==> src/rtl/arbiter_round_robin_if.sv <==
`default_nettype none
// +--------------------------------------------------------------------+
// | arbiter_round_robin_if : request/grant bundle, three requesters    |
// | rev 1.0                                                            |
// +--------------------------------------------------------------------+
interface arbiter_round_robin_if;
  logic req0;
  logic req1;
  logic req2;
  logic gnt0;
  logic gnt1;
  logic gnt2;

  modport master (output req0, req1, req2, input gnt0, gnt1, gnt2);
  modport slave  (input req0, req1, req2, output gnt0, gnt1, gnt2);
endinterface
`default_nettype wire

==> src/rtl/arbiter_round_robin.sv <==
`default_nettype none
// +--------------------------------------------------------------------+
// | arbiter_round_robin : 3-way locking round-robin arbiter, one-hot   |
// | registered grants. rev 1.0                                         |
// +--------------------------------------------------------------------+
module arbiter_round_robin (
  input  logic                  clk,
  input  logic                  rst,
  arbiter_round_robin_if.slave  bus
);

  typedef enum logic [1:0] {
    IDLE = 2'd0,
    GNT0 = 2'd1,
    GNT1 = 2'd2,
    GNT2 = 2'd3
  } state_t;

  localparam logic [1:0] LAST_RESET = 2'd2;

  state_t     state;
  state_t     nxt_state;
  logic [1:0] last;
  logic [1:0] nxt_last;
  logic [1:0] owner;
  logic [1:0] base;
  logic [1:0] cand1;
  logic [1:0] cand2;
  logic [2:0] req;
  logic [2:0] gnt;

  assign req = {bus.req2, bus.req1, bus.req0};

  function automatic logic [1:0] succ(input logic [1:0] p);
    return (p == 2'd2) ? 2'd0 : p + 2'd1;
  endfunction

  function automatic logic requesting(input logic [2:0] r, input logic [1:0] i);
    case (i)
      2'd0:    return r[0];
      2'd1:    return r[1];
      2'd2:    return r[2];
      default: return 1'b0;
    endcase
  endfunction

  function automatic state_t grant_of(input logic [1:0] i);
    return state_t'(i + 2'd1);
  endfunction

  // Search always starts just after the current owner, or after `last` when idle.
  always_comb begin
    nxt_state = state;
    nxt_last  = last;
    owner     = state - 2'd1;
    base      = (state == IDLE) ? last : owner;
    cand1     = succ(base);
    cand2     = succ(cand1);
    if (state == IDLE) begin
      if (requesting(req, cand1)) begin
        nxt_state = grant_of(cand1);
        nxt_last  = cand1;
      end else if (requesting(req, cand2)) begin
        nxt_state = grant_of(cand2);
        nxt_last  = cand2;
      end else if (requesting(req, last)) begin
        nxt_state = grant_of(last);
      end
    end else if (!requesting(req, owner)) begin
      if (requesting(req, cand1)) begin
        nxt_state = grant_of(cand1);
        nxt_last  = cand1;
      end else if (requesting(req, cand2)) begin
        nxt_state = grant_of(cand2);
        nxt_last  = cand2;
      end else begin
        nxt_state = IDLE;
      end
    end
  end

  always_ff @(posedge clk) begin
    if (!rst) begin
      state <= IDLE;
      last  <= LAST_RESET;
      gnt   <= 3'b000;
    end else begin
      state <= nxt_state;
      last  <= nxt_last;
      gnt   <= {nxt_state == GNT2, nxt_state == GNT1, nxt_state == GNT0};
    end
  end

  assign bus.gnt0 = gnt[0];
  assign bus.gnt1 = gnt[1];
  assign bus.gnt2 = gnt[2];

endmodule
`default_nettype wire

==> src/flat_wrapper.sv <==
// flat-port wrapper written by rule: the top's interface ports become plain ports
module arbiter_round_robin_flat 
  (clk, rst, bus_req0, bus_req1, bus_req2, bus_gnt0, bus_gnt1, bus_gnt2);
  arbiter_round_robin_if bus_i ();
  input  logic clk;
  input  logic rst;
  input wire logic [$bits(bus_i.req0)-1:0] bus_req0;
  input wire logic [$bits(bus_i.req1)-1:0] bus_req1;
  input wire logic [$bits(bus_i.req2)-1:0] bus_req2;
  output wire logic [$bits(bus_i.gnt0)-1:0] bus_gnt0;
  output wire logic [$bits(bus_i.gnt1)-1:0] bus_gnt1;
  output wire logic [$bits(bus_i.gnt2)-1:0] bus_gnt2;
  assign bus_i.req0 = bus_req0;
  assign bus_i.req1 = bus_req1;
  assign bus_i.req2 = bus_req2;
  assign bus_gnt0 = bus_i.gnt0;
  assign bus_gnt1 = bus_i.gnt1;
  assign bus_gnt2 = bus_i.gnt2;
  arbiter_round_robin u_core (.clk(clk), .rst(rst), .bus(bus_i));
endmodule
==> config.mk <==
export PLATFORM = sky130hd
export DESIGN_NAME = arbiter_round_robin_flat
export DESIGN_NICKNAME = d
export VERILOG_FILES = /design/src/rtl/arbiter_round_robin_if.sv /design/src/rtl/arbiter_round_robin.sv /design/src/flat_wrapper.sv
export SDC_FILE = /design/constraint.sdc
export NUM_CORES = 1
export LEC_CHECK = 0
export CAP_MARGIN = 20
export CORE_AREA = 4 4 41 43
export DETAILED_ROUTE_END_ITERATION = 16
export DIE_AREA = 0 0 45 47
export SLEW_MARGIN = 20
export SYNTH_ARGS = -nofsm -noshare
export SYNTH_HDL_FRONTEND = slang
export SYNTH_SLANG_ARGS = --single-unit
==> constraint.sdc <==
create_clock -name clk -period 2.36 [get_ports clk]
set_clock_uncertainty 0.1 [all_clocks]
set_input_delay 0.236 -clock clk [delete_from_list [all_inputs] [get_ports clk]]
set_output_delay 0.236 -clock clk [all_outputs]
set_load 0.01 [all_outputs]
# Yosys cells after proc, flatten, opt, wreduce, memory -nomap -nowiden
# Index checks and enable logic that the tools add are counted.
# op_classes
reduce_logical,7
addsub,5
mux,32
n_eq_ne,14
# ops
op,n
$mux W2,16
$eq A2 B2 Y1 const B,7
$mux W1,12
$pmux W1 S3,4
$eq A2 B1 Y1 const B,5
$logic_not A2 Y1,5
$add A2 B1 Y2 const B,4
$ne A3 B3 Y1 const B,1
$reduce_and A3 Y1,1
$reduce_bool A3 Y1,1
$ne A2 B1 Y1 const B,1
$sub A2 B1 Y2 const B,1
# word_totals
input_bits,5
elab_cells,61
out_inout_bits,3
ff_bits,7

# Depth between registers and ports, before layout
# logic_depth
ltp_word,18
ltp_mapped,8
depth_no_buf,8

# Worst setup path before layout
# OpenSTA, ideal clock, no wires.
# synth_timing
path_type,reg2reg
start,register u_core.last[0]
end,register u_core.gnt[0]
arrival_time_ns,1.704
required_ns,2.140
slack_ns,0.437
path_stages_with_launch,9
n_path_buf,0
setup_ns,0.120
period_less_slack_ns,1.923
cell_sequence,dfxtp_1 > inv_1 > ha_1 > a222oi_1 > nor4_1 > and2_1 > a31o_2 > o21ai_1 > nor2_1
# synth_between
elab_chain_len,15
elab_cells_between_ends,39
cone_classes,add/sub: 4; eq/ne: 8; mux: 24; reduce/logical: 3
# synth_rtl
item,line,rtl
start: declaration,arbiter_round_robin.sv:23,logic [1:0] last;
start signal: assignment,arbiter_round_robin.sv:89,last <= nxt_last;
$mux W2,arbiter_round_robin.sv:56,base = (state == IDLE) ? last : owner;
$add A2 B1 Y2 or $eq A2 B2 Y1 (tied branches),arbiter_round_robin.sv:35,return (p == 2'd2) ? 2'd0 : p + 2'd1;
$mux W2,arbiter_round_robin.sv:35,
$add A2 B1 Y2 or $eq A2 B2 Y1 (tied branches),"arbiter_round_robin.sv:35, arbiter_round_robin.sv:48, arbiter_round_robin.sv:39",
$mux W2,arbiter_round_robin.sv:35,
"$eq A2 B2 Y1, or another cell as far along",arbiter_round_robin.sv:39,case (i)
$pmux W1 S3,arbiter_round_robin.sv:39,
$mux W1,arbiter_round_robin.sv:70,"if (requesting(req, cand1)) begin"
$mux W1,arbiter_round_robin.sv:69,"end else if (!requesting(req, owner)) begin"
$mux W1,arbiter_round_robin.sv:59,if (state == IDLE) begin
$mux W2,arbiter_round_robin.sv:73,"end else if (requesting(req, cand2)) begin"
$mux W2,arbiter_round_robin.sv:70,
$mux W2,arbiter_round_robin.sv:69,
$mux W2 *,arbiter_round_robin.sv:59,
$eq A2 B1 Y1 *,arbiter_round_robin.sv:90,"gnt <= {nxt_state == GNT2, nxt_state == GNT1, nxt_state == GNT0};"
end signal: assignment,arbiter_round_robin.sv:90,
end: declaration,arbiter_round_robin.sv:30,logic [2:0] gnt;
# Mark *: on every way between the ends. The rest lies on a longest branch, timed or not. The select of a mux whose other input is x is not followed.
# A chain may end at the register's enable or synchronous reset.

# Worst setup path in the final report
# Same ends and word-level chain as after synthesis.

==> flow_summary.json <==
{
  "status": "completed",
  "synthCells": 69,
  "num-fill-cells": 130,
  "cts_resized": 0,
  "synth_area_leaders": "dfxtp_1 (25%), ha_1 (8.9%), o21ai_0 (6.3%)",
  "total_power_uw": 811.9,
  "end_kind": "flop",
  "synth_top_area_share_pct": 25.00,
  "timing.fmax_ghz": 0.4960,
  "grt-ovfl-total": 0,
  "yosysSeqAreaShare_pct": 25.00,
  "p_leak_uw": 0.0002920,
  "wl_met1_um": 615,
  "synth.avg_cell_area_sq_um": 8.124,
  "timing.setup.tns_ns": 0,
  "area_growth_syn_to_layout_pct": 20.76,
  "track_usage_pct": 13.47,
  "routabilityCongestion": 0.8640,
  "yosysTopAreaCell": "dfxtp_1",
  "path_clk_slew_ns": 0.05,
  "grt_max_degree": 18,
  "final_cells": 95,
  "ios": 8,
  "ys.flop_type": "dfxtp_1",
  "met3WireLength_um": 49,
  "ant_nets": 0,
  "antenna_cells": 0,
  "insertion_delay_ns": 0.25,
  "slew_headroom_pct": 66.92,
  "multi_input_comb_area_sq_um": 387.9,
  "timing.hold.ws_ns": 0.4407,
  "dp.cells": 91,
  "finalSetupViolations": 0,
  "clock_path_buffers": 2,
  "power.density_nw_per_um2": 1199,
  "hold_viol": 0,
  "clock-root-buffer": "clkbuf_4",
  "cts_hold_buf": 0,
  "vias": 513,
  "dieArea_sq_um": 2115,
  "rsz0062_at_grt": "false",
  "wl_um": 1171,
  "core_area_sq_um": 1301,
  "synth-edff-count": 0,
  "crit_fanout": 8,
  "peakVddDrop_mv": 0.7017,
  "via_per_inst": 5.400,
  "required_ns": 2.40,
  "final.period_utilization_pct": 85.43,
  "hp-class": "flop to flop",
  "grt_pass1_vias": 475,
  "initial_utilization_pct": 43.08,
  "drive_gt1_share_pct": 15.00,
  "max-cap-violations": 0,
  "worst_slew_pin_slew_ns": 0.4955,
  "worstPathArrival_ns": 2.06,
  "ys_types": 32,
  "crit_start": "u_core.last[0]",
  "highest_layer": "met3",
  "drt_pass1_iterations": 4,
  "wl_met2_um": 507,
  "post-cts-setup-buffer-count": 0,
  "cts_inserted_buffers": 3,
  "yosysWarnings": 0,
  "antenna_found_initial": 0,
  "cts_sinks": 7,
  "post_drt_wl_per_cell_um": 12.33,
  "fin_ws_ns": 0.3438,
  "min_from": "u_core.last[0]",
  "worstSetupStartpointType": "flop",
  "syn-cell-area_sq_um": 560.5,
  "ys_seq_elements": 7,
  "rows": 13,
  "seq_area_sq_um": 140.1,
  "r2r_start": "u_core.last[0]",
  "die_height_um": 47,
  "nets": 90,
  "dp_slack_ns": 0.1660,
  "die_x_um": 45,
  "synth_fp_nets": 78,
  "async_flop_share_pct": 0,
  "min_period_ns": 2.016,
  "cts_tree": "done",
  "post-dp-hpwl_um": 910.7,
  "drt_iter0_markers": 5,
  "report.final.slew_viol_count": 0,
  "drc_errors": 0,
  "synthTopCellsByCount": "dfxtp_1 (7), o21ai_0 (7), nor2_1 (5)",
  "worst-setup-path-type": "flop to flop",
  "cts_htree_levels": 1,
  "grt_pass1_wl_um": 2021,
  "io_buffers": 7
}
==> cells by family after synthesis <==
family                   after synthesis  synth area share (%)
AO/OA/AOI/OAI                         26                 31.92
adder cells (fa/ha/maj)                4                 8.929
buffers and inverters                  6                 5.803
flip-flops                             7                 25.00
multiplexers                           1                 1.786
AND/OR/NAND/NOR                       25                 26.57
==> path summary, 6_finish.rpt <==
kind                            slack [ns]        endpoint  depth (start not counted)
worst max register to register        0.34   u_core.gnt[0]                          8
worst max-delay path                  0.34   u_core.gnt[0]                          8
worst min-delay path                  0.44  u_core.last[0]                          2
worst min register to register        0.44  u_core.last[0]                          2
==> registers in the layout, indices dropped and copies added (netlist names) <==
register,flops
u_core.last,2
u_core.gnt,3
u_core.state,2
==> layer usage <==
metal	track usage, %	up-vias
li1	-	274
met1	16.28	233
met2	21.19	6
met3	6.897	0
met4	3.509	0
met5	0	-
==> area by class of cell <==
cell class | instances | share of cell area [%]
Clock buffer | 4 | 3.882
Inverter | 3 | 1.664
Multi-Input combinational cell | 56 | 57.30
Sequential cell | 7 | 20.70
Tap cell | 15 | 2.773
Timing Repair Buffer | 10 | 13.68
==> through the flow <==
step | area [sq um] | util, %
6_report | 676.9 | 52.02
3_5_place_dp | 650.6 | 50.00
5_1_grt | 676.9 | 52.02
4_1_cts | 676.9 | 52.02
3_3_place_gp | 650.6 | 50.00
2_1_floorplan | 560.5 | -
==> critical path, stage by stage (launching register included) <==
cell	delay [ns]
dfxtp_1	0.31
buf_4	0.16
ha_1	0.19
a222oi_1	0.32
nor4_1	0.11
and2_1	0.19
a31o_2	0.25
o21ai_1	0.21
nor2_1	0.06
==> cell usage in the layout (no fill, tap or decap), types with 3 or more instances in the layout <==
cell / count
ha_1: 4
a21oi_1: 4
clkdlybuf4s50_1: 7
nor2b_1: 4
dfxtp_1: 7
a21o_1: 3
buf_4: 3
clkbuf_4: 3
o21ai_0: 7
and2_1: 3
inv_1: 3
nor2_1: 5
nand2_1: 3
==> power by group <==
part,switching (uW),internal (uW)
Clock,45.8,64.6
Sequential,55.6,164
Combinational,242,240
Total,343,469
Power figures use the tool's default switching activity.
==> edit (same flow settings) <==
Make the reset (`rst`) asynchronous in one clocked block.
--- a/src/rtl/arbiter_round_robin.sv
+++ b/src/rtl/arbiter_round_robin.sv
@@ -79,7 +79,7 @@
     end
   end
 
-  always_ff @(posedge clk) begin
+  always_ff @(posedge clk or negedge rst) begin
     if (!rst) begin
       state <= IDLE;
       last  <= LAST_RESET;
Check against the original RTL: differs if rst is asserted again (counterexample within 4 cycles, from zero or initial values and one cycle with rst low); with rst held inactive, the same outputs for 10 cycles.
==> edit against the unedited design <==
- hold slack worse by 0.31 ns
- critical endpoint is now u_core.gnt[0]$_DFF_PN0_
- setup slack improved by 0.013 ns
- non-clock buffer count is 2 lower
- cell area increased by 3.9%
- first-iteration DRC count grew 140%
- synthesized area grew 7.6%
- power is 20% higher
- fmax rose by 0.65%
- sequential cell count did not move
- routed wire length increased by 3.6%
==> edit: results (changes against the unedited design) <==
| Metric | Value |
|---|---|
| Outcome | `finished clean` |
| Clock Path Buffers | `2 (unchanged)` |
| Number of H-tree levels | `1 (unchanged)` |
| Peak fanout along the critical path | `6 (-2)` |
| Post-CTS setup repair buffer count | `0 (unchanged)` |
| Largest regs | `u_core.gnt: 3 flops, u_core.last: 2 flops, u_core.state: 2 flops` |
| Number of global-route vias before repair | `491 (+3.4%)` |
| Nets | `81 (-10%)` |
| Worst skew pair latency | `0.25 ns (about the same)` |
| Post-Synth XOR/XNOR Area | `0 (unchanged)` |
| Syn Nets | `71 (-9.0%)` |
| Mux cell area share after synthesis | `0.0415 (+0.0236)` |
| VDD IR-drop max | `0.579 mV (-18%)` |
| Reg clk slew, reported paths | `0.05 ns (about the same)` |
| First-pass GRT wire length | `2000 µm (-0.99%)` |
| Gp weighted congestion | `0.784 (-9.3%)` |
| # diodes | `0 (unchanged)` |
| Final WL | `1210 µm (+3.6%)` |
| Half-perimeter wire length after placement | `943 µm (+3.5%)` |
| Post-DP Area | `677 µm² (+4.0%)` |
| Compound-gate portion of the synthesized area | `0.313 (-0.00592)` |
| Cells on worst reg2reg path | `6 (-2)` |
| CTS Buf Count | `3 (unchanged)` |
| Placed insts | `82 (-9.9%)` |
| M1 GR Usage | `0.160 (-0.00238)` |
| Largest net degree at the start of global routing | `11 (-7)` |
| Yosys cell types | `36 (+13%)` |
| Arrival time of the worst setup path | `2.04 ns (-0.02 ns)` |
| Top area cells in the synthesized netlist | `dfrtp_1 25%, ha_1 8.3%, dfstp_2 4.4%` |
| R2r startpoint | `u_core.last[1]$_DFFE_PN1P_` |
| Syn Area/Cell | `9.73 µm² (+20%)` |
| Crit Reg-Reg Endpoint | `u_core.gnt[0]$_DFF_PN0_` |
| Pre-Repair DR Iteration Count | `4 (unchanged)` |
| Met3 usage | `0.0690 (unchanged)` |
| Max_slew headroom | `0.704 (+0.0345)` |
| Sequential area share after synthesis | `0.293 (+0.0425)` |
| Initial antenna violation count | `0 (unchanged)` |
| Adder-cell share of the synthesized area | `0.0830 (-0.00630)` |
| M2 GR Usage | `0.215 (+0.00282)` |
| Pre-CTS setup slack | `0.353 ns (+0.187 ns)` |
| Synth top cells by count | `6 x dfrtp_1, 5 x nand2_1, 4 x ha_1, 4 x inv_1` |
| Global Route Usage Sum | `0.135 (-0.000153)` |
| Yosys warning total | `0 (unchanged)` |
| Worst Hold Slack | `0.132 ns (-0.309 ns)` |
| Min-Delay Path Class | `in2async` |
| P_leak | `0.305 nW (+4.4%)` |
| Port-buffer cells | `7 (unchanged)` |
| Vias/cell | `5.74 (+6.4%)` |
| Non-Filler Instances | `86 (-9.5%)` |
| Share of layout cells above drive strength 1 | `0.169 (+0.0190)` |
| Post-synth ARST share | `1.00 (+1.00)` |
| Number of fill cells | `127 (-2.3%)` |
| Clk root buf | `clkbuf_4` |
| Number of DRC markers in iteration 0 | `12 (+7)` |
| R2R Setup Slk | `0.36 ns` |
| Resize count post-CTS | `0 (unchanged)` |
| Internal Power | `0.550 mW (+17%)` |
[edit: cell types whose count changed in the layout (fill, tap and decap cells not counted), moves of 5 or more]
cell / unedited run / this run
dfrtp_1: 0 / 6
dfxtp_1: 7 / 0
nor2_1: 5 / 0
o21ai_0: 7 / 1
[edit: kinds of logic (layout without fill, tap and decap cells)]
kind of cell / Yosys count / in the layout
adder cells (fa/ha/maj): 4 / 4
AO/OA/AOI/OAI: 22 / 22
flip-flops: 7 / 7
AND/OR/NAND/NOR: 20 / 20
multiplexers: 2 / 2
buffers and inverters: 7 / 16
[edit: per-layer routing]
layer,share of wire,wire length (µm),vias to the layer above
met5,0,0,-
li1,-,-,253
met3,0.046,56,2
met1,0.49,600,233
met2,0.45,549,6
met4,0.0066,8,0
[edit: how the worst max path moves through the flow]
stage / startpoint / endpoint / slack, ns / cells past startpoint
5_1_grt: u_core.last[1]$_DFFE_PN1P_ / u_core.gnt[0]$_DFF_PN0_ / 0.25 / 6
4_1_cts: u_core.last[1]$_DFFE_PN1P_ / u_core.gnt[0]$_DFF_PN0_ / 0.36 / 6
6_report: u_core.last[1]$_DFFE_PN1P_ / u_core.gnt[0]$_DFF_PN0_ / 0.36 / 6
3_3_place_gp: bus_req1 / u_core.gnt[2]$_DFF_PN0_ / 0.35 / 6
3_5_place_dp: bus_req0 / u_core.gnt[0]$_DFF_PN0_ / 0.35 / 6
2_1_floorplan: u_core.last[1]$_DFFE_PN1P_ / u_core.gnt[0]$_DFF_PN0_ / 0.50 / 6
[edit: power groups by stage]
stage / combinational (mW) / sequential (mW) / clock [mW]
floorplan: 0.515 / 0.233 / 0
global placement: 0.616 / 0.264 / 0
detailed placement: 0.603 / 0.266 / 0
CTS: 0.607 / 0.263 / 0.110
global route: 0.665 / 0.272 / 0.121
finish: 0.607 / 0.264 / 0.107
[edit: worst max-delay path: stages, from the launching register on]
cell	delay, ns
dfstp_2	0.61
inv_1	0.09
ha_1	0.19
a222oi_1	0.30
nor4_1	0.12
and4_1	0.25
o211a_1	0.23
[edit: cell type report]
| class | instances | area (µm²) | area share |
|---|---|---|---|
| Clock buffer | 4 | 26.3 | 0.0374 |
| Inverter | 4 | 15.0 | 0.0214 |
| Multi-Input combinational cell | 48 | 389 | 0.553 |
| Sequential cell | 7 | 176 | 0.251 |
| Tap cell | 15 | 18.8 | 0.0267 |
| Timing Repair Buffer | 8 | 77.6 | 0.110 |
